<file path="src/rtl/pwm_pkg.sv">
// Shared constants and helpers for the PWM output stage.
package pwm_pkg;

  localparam int PWM_BITS        = 8;
  localparam int CLK_DIV_DEFAULT = 13;
  localparam int NUM_OUT         = 16;

  localparam logic [PWM_BITS-1:0] DUTY_FULL = '1;

  typedef logic [NUM_OUT-1:0] out_vec_t;

  // Per-bit output select: enable dominates, then PWM vs static-on.
  function automatic out_vec_t out_mux(input out_vec_t en_out,
                                       input out_vec_t en_pwm,
                                       input logic     pwm_sig);
    out_vec_t res;
    for (int i = 0; i < NUM_OUT; i++) begin
      res[i] = en_out[i] & (en_pwm[i] ? pwm_sig : 1'b1);
    end
    return res;
  endfunction

endpackage

</file>
<file path="src/rtl/pwm_timebase.sv">
// Shared PWM timebase: prescaler plus period counter, with a strobe that
// marks the first clk of every period.
module pwm_timebase
  import pwm_pkg::*;
#(
  parameter int CLK_DIV  = CLK_DIV_DEFAULT,
  parameter int PWM_BITS = pwm_pkg::PWM_BITS
) (
  input  logic                clk,
  input  logic                rst_n,
  output logic [PWM_BITS-1:0] cnt,
  output logic                period_start_comb
);

  localparam int PW = (CLK_DIV > 1) ? $clog2(CLK_DIV) : 1;
  localparam logic [PW-1:0] PRESC_MAX = PW'(CLK_DIV - 1);

  logic [PW-1:0] presc;

  // Prescaler counts 0..CLK_DIV-1; period counter advances on its wrap.
  // NOTE: sequential state uses non-blocking assignments so every register
  // samples pre-edge values and simulation matches the synthesized flops.
  always_ff @(posedge clk or negedge rst_n) begin
    if (!rst_n) begin
      presc <= '0;
      cnt   <= '0;
    end else if (presc == PRESC_MAX) begin
      presc <= '0;
      cnt   <= cnt + PWM_BITS'(1);
    end else begin
      presc <= presc + PW'(1);
    end
  end

  // True in the very first clk after reset release and at every wrap to zero.
  assign period_start_comb = (cnt == '0) && (presc == '0);

endmodule

</file>
<file path="src/rtl/pwm_peripheral.sv">
// PWM output stage: 16 outputs, each off, statically on, or driven by a
// shared PWM waveform whose duty is latched only at period boundaries.
module pwm_peripheral
  import pwm_pkg::*;
#(
  parameter int CLK_DIV  = CLK_DIV_DEFAULT,
  parameter int PWM_BITS = pwm_pkg::PWM_BITS
) (
  input  logic                clk,
  input  logic                rst_n,
  input  logic [7:0]          en_reg_out_7_0,
  input  logic [7:0]          en_reg_out_15_8,
  input  logic [7:0]          en_reg_pwm_7_0,
  input  logic [7:0]          en_reg_pwm_15_8,
  input  logic [PWM_BITS-1:0] pwm_duty_cycle,
  output logic [15:0]         out,
  output logic                period_start
);

  logic [PWM_BITS-1:0] cnt;
  logic                period_start_comb;
  logic [PWM_BITS-1:0] duty_shadow;
  logic [PWM_BITS-1:0] duty_eff;
  logic                pwm_sig;
  out_vec_t            en_out;
  out_vec_t            en_pwm;

  assign en_out = {en_reg_out_15_8, en_reg_out_7_0};
  assign en_pwm = {en_reg_pwm_15_8, en_reg_pwm_7_0};

  pwm_timebase #(
    .CLK_DIV  (CLK_DIV),
    .PWM_BITS (PWM_BITS)
  ) u_timebase (
    .clk               (clk),
    .rst_n             (rst_n),
    .cnt               (cnt),
    .period_start_comb (period_start_comb)
  );

  // Duty shadow: captured only at period start so mid-period writes never
  // glitch the running waveform.
  always_ff @(posedge clk or negedge rst_n) begin
    if (!rst_n) begin
      duty_shadow <= '0;
    end else if (period_start_comb) begin
      duty_shadow <= pwm_duty_cycle;
    end
  end

  // Comparator; in the period-start clk the freshly captured duty is used so
  // the whole new period, including its first count, follows the new value.
  // NOTE: every always_comb output gets a value on every path, so no latch
  // can be inferred.
  always_comb begin
    duty_eff = period_start_comb ? pwm_duty_cycle : duty_shadow;
    if (duty_eff == DUTY_FULL) begin
      pwm_sig = 1'b1;
    end else if (duty_eff == '0) begin
      pwm_sig = 1'b0;
    end else begin
      pwm_sig = (cnt < duty_eff);
    end
  end

  // Registered outputs and period-start strobe.
  always_ff @(posedge clk or negedge rst_n) begin
    if (!rst_n) begin
      out          <= '0;
      period_start <= 1'b0;
    end else begin
      out          <= out_mux(en_out, en_pwm, pwm_sig);
      period_start <= period_start_comb;
    end
  end

endmodule

</file>
<file path="config.mk">
export PLATFORM = sky130hd
export DESIGN_NAME = pwm_peripheral
export DESIGN_NICKNAME = d
export VERILOG_FILES = /design/src/rtl/pwm_pkg.sv /design/src/rtl/pwm_timebase.sv /design/src/rtl/pwm_peripheral.sv
export SDC_FILE = /design/constraint.sdc
export NUM_CORES = 1
export LEC_CHECK = 0
export BUFFER_PORTS_ARGS = -buffer_cell sky130_fd_sc_hd__buf_2
export CAP_MARGIN = 20
export CORE_MARGIN = 5
export CORE_UTILIZATION = 57
export CTS_BUF_LIST = sky130_fd_sc_hd__clkbuf_4
export CTS_CLUSTER_DIAMETER = 40
export DETAILED_ROUTE_END_ITERATION = 6
export GPL_ROUTABILITY_DRIVEN = 0
export MAX_ROUTING_LAYER = met4
export PLACE_DENSITY_LB_ADDON = 0.12
export SYNTH_ARGS = -nofsm -noshare
export SYNTH_HDL_FRONTEND = slang
export SYNTH_SLANG_ARGS = --single-unit
</file>
<file path="constraint.sdc">
create_clock -name clk -period 6.4 [get_ports clk]
set_input_delay 1.6 -clock clk [delete_from_list [all_inputs] [get_ports clk]]
set_output_delay 1.6 -clock clk [all_outputs]
set_load 0.03 [all_outputs]
</file>
==> flow_summary.json <==
{
  "status": "complete, no violations",
  "maxSlewViolCount": 0,
  "synth_cell_types": 38,
  "fin_cells": 333,
  "cts_resized": 0,
  "antennaDiodeCount": 0,
  "rows": 22,
  "layout_common_cells": "buf_2, inv_1, nor2_1",
  "num-nets-final": 336,
  "setup_viol_count_final": 0,
  "synth_area_sq_um": 2220,
  "die_width_microns": 72.4,
  "tritoncts": "yes",
  "maxCapViolCount": 0,
  "power_density_nw_per_um2": 185,
  "routedWlPerCell_microns": 13.5,
  "ir_drop_uv": 86.8,
  "area_delta_synth_final_pct": 15.0,
  "place_inst": 325,
  "drc": 0,
  "fin_worst_skew_ns": 0.0125,
  "ys_warn_count": 0,
  "first_iter_violations": 112,
  "fin_crit_sh_pct": 54.8,
  "yosysTopAreaCell": "dfrtp_1",
  "rsz0062_at_grt": "false",
  "synth_nets": 280,
  "ys_top_cells_by_area": "dfrtp_1, inv_1, a221oi_2",
  "synth_edf_count": 0,
  "wl_microns": 4500,
  "grt_pass1_vias": 1755,
  "clk-insertion-delay-late_ns": 0.35,
  "rr_endpoint": "out[12]$_DFF_PN0_",
  "ctsHoldBuffers": 0,
  "drtAntennaViolNets": 0,
  "r2r-start": "u_timebase.cnt[0]$_DFFE_PN0N_",
  "min_period_ns": 3.51,
  "cts-root-buf": "clkbuf_4",
  "synth_ff_type": "dfrtp_1",
  "die_h_microns": 72.4,
  "max-slew-margin-rel_pct": 45.4,
  "die_area_sq_um": 5240,
  "synth_area_per_cell_sq_um": 9.74,
  "r2r_cells": 12,
  "crit_required_ns": 6.60,
  "grt_max_degree": 38,
  "seq_area_frac_synth_pct": 41.7,
  "post_cts_buffers": 0,
  "final_core_util_pct": 68.7,
  "h-tree-depth": 2,
  "cts_made_buffers": 5,
  "hold_violations": 0,
  "ys_seq_elements": 37,
  "vias": 1747,
  "cp_max_fo": 16,
  "vias_per_cell": 5.25,
  "track_usage_pct": 19.6,
  "r2r_slack_ns": 2.89,
  "whs_endpoint": "u_timebase.presc[0]$_DFF_PN0_",
  "hpwl_microns": 3350,
  "yosysTopAreaCellShare_pct": 41.7,
  "worstSetupPathType": "reg2reg",
  "synth_cells": 228,
  "power.leakage_nw": 1.41,
  "holdPathStages": 1,
  "overflow": 0,
  "power_mw": 0.471,
  "whs_ns": 0.498,
  "path_clk_slew_ns": 0.11,
  "core_area_sq_um": 3720,
  "clock-sinks": 37,
  "grt_antenna_before_repair": 0,
  "drive_gt1_share_pct": 31.6,
  "cp-end-kind": "register",
  "drtPass1Iterations": 4,
  "port_buffers": 58,
  "max_freq_ghz": 0.285,
  "clockBufferDepth": 2,
  "tns_ns": 0,
  "min_from": "u_timebase.presc[0]$_DFF_PN0_",
  "fillers": 317,
  "crit_arrival_ns": 3.70,
  "synthArstFlopShare_pct": 100,
  "hp-class": "reg2reg",
  "worst_slew_pin_slew_ns": 0.820,
  "mostFrequentLayoutCell": "buf_2",
  "pin_count": 59,
  "initial_utilization_pct": 59.7,
  "grt_pass1_wl_microns": 7760,
  "start_kind": "register"
}
-- registers in the layout, indices dropped and copies added, names as in the netlist --
signal,flops
u_timebase.presc,4
period_start,1
u_timebase.cnt,8
out,16
duty_shadow,8
-- cell families (layout without fill, tap and decap cells) --
group | after synthesis | in the layout | synth area share [%]
compound gates | 29 | 29 | 14.4
xor+xnor | 8 | 8 | 3.16
fa+ha+maj | 10 | 10 | 5.64
buf+inv | 55 | 112 | 12.1
flops | 37 | 37 | 41.7
mux | 9 | 9 | 4.57
simple gates | 80 | 80 | 18.4
-- cell usage after synthesis, drive strengths merged, types with 2 or more instances --
cell	n
a21o	2
a21oi	3
a221oi	16
a31oi	2
and3	2
and4	3
buf	2
clkbuf	6
dfrtp	37
ha	10
inv	46
mux2	6
mux2i	3
nand2	20
nand3	4
nand4	4
nor2	38
nor4	5
o21ai	2
xnor2	5
xor2	3
-- routing by layer --
layer	vias up	GRT usage, %	part of all wire, %
met1	827	23.1	42
met5	-	-	0
met4	0	6.15	1.5
met2	43	32.9	50
met3	5	4.85	5.6
li1	872	-	-
-- worst max-delay path by stage --
stage | startpoint | to
after floorplan | pwm_duty_cycle[1] | out[0]$_DFF_PN0_
after CTS | u_timebase.cnt[0]$_DFFE_PN0N_ | out[10]$_DFF_PN0_
after detailed placement | pwm_duty_cycle[1] | out[10]$_DFF_PN0_
after global placement | pwm_duty_cycle[1] | out[13]$_DFF_PN0_
after global routing | u_timebase.cnt[0]$_DFFE_PN0N_ | out[15]$_DFF_PN0_
final | u_timebase.cnt[0]$_DFFE_PN0N_ | out[12]$_DFF_PN0_
-- area by class of cell --
| cell class | instances | area [sq um] | share of cell area [%] |
|---|---|---|---|
| Sequential cell | 37 | 926 | 36.3 |
| Timing Repair Buffer | 58 | 290 | 11.4 |
| Clock buffer | 6 | 45.0 | 1.76 |
| Inverter | 46 | 173 | 6.76 |
| Clock inverter | 2 | 33.8 | 1.32 |
| Tap cell | 48 | 60.1 | 2.35 |
| Multi-Input combinational cell | 136 | 1020 | 40.1 |
-- where the power goes --
group | internal, mW | switching [mW] | total (mW)
clock network | 0.0856 | 0.0778 | 0.163
registers | 0.242 | 0.00370 | 0.245
logic | 0.0244 | 0.0384 | 0.0628
total | 0.352 | 0.120 | 0.471
-- stage by stage --
stage,cell area [sq um],setup WS (ns)
final,2550,2.89
after global routing,2550,2.65
after floorplan,2220,3.09
after CTS,2550,2.84
after global placement,2470,2.62
after detailed placement,2470,2.57
-- critical path, cell delays in order (launching register included) --
cell	delay, ns
dfrtp_1	0.44
inv_1	0.11
ha_1	0.15
nor4b_4	0.25
nand3_2	0.36
mux2_2	0.40
inv_1	0.06
ha_1	0.17
nor3b_1	0.05
and4_2	0.23
o41a_1	0.40
a31oi_4	0.53
a221oi_1	0.20
No activity file was read; power rests on OpenSTA's default activity.
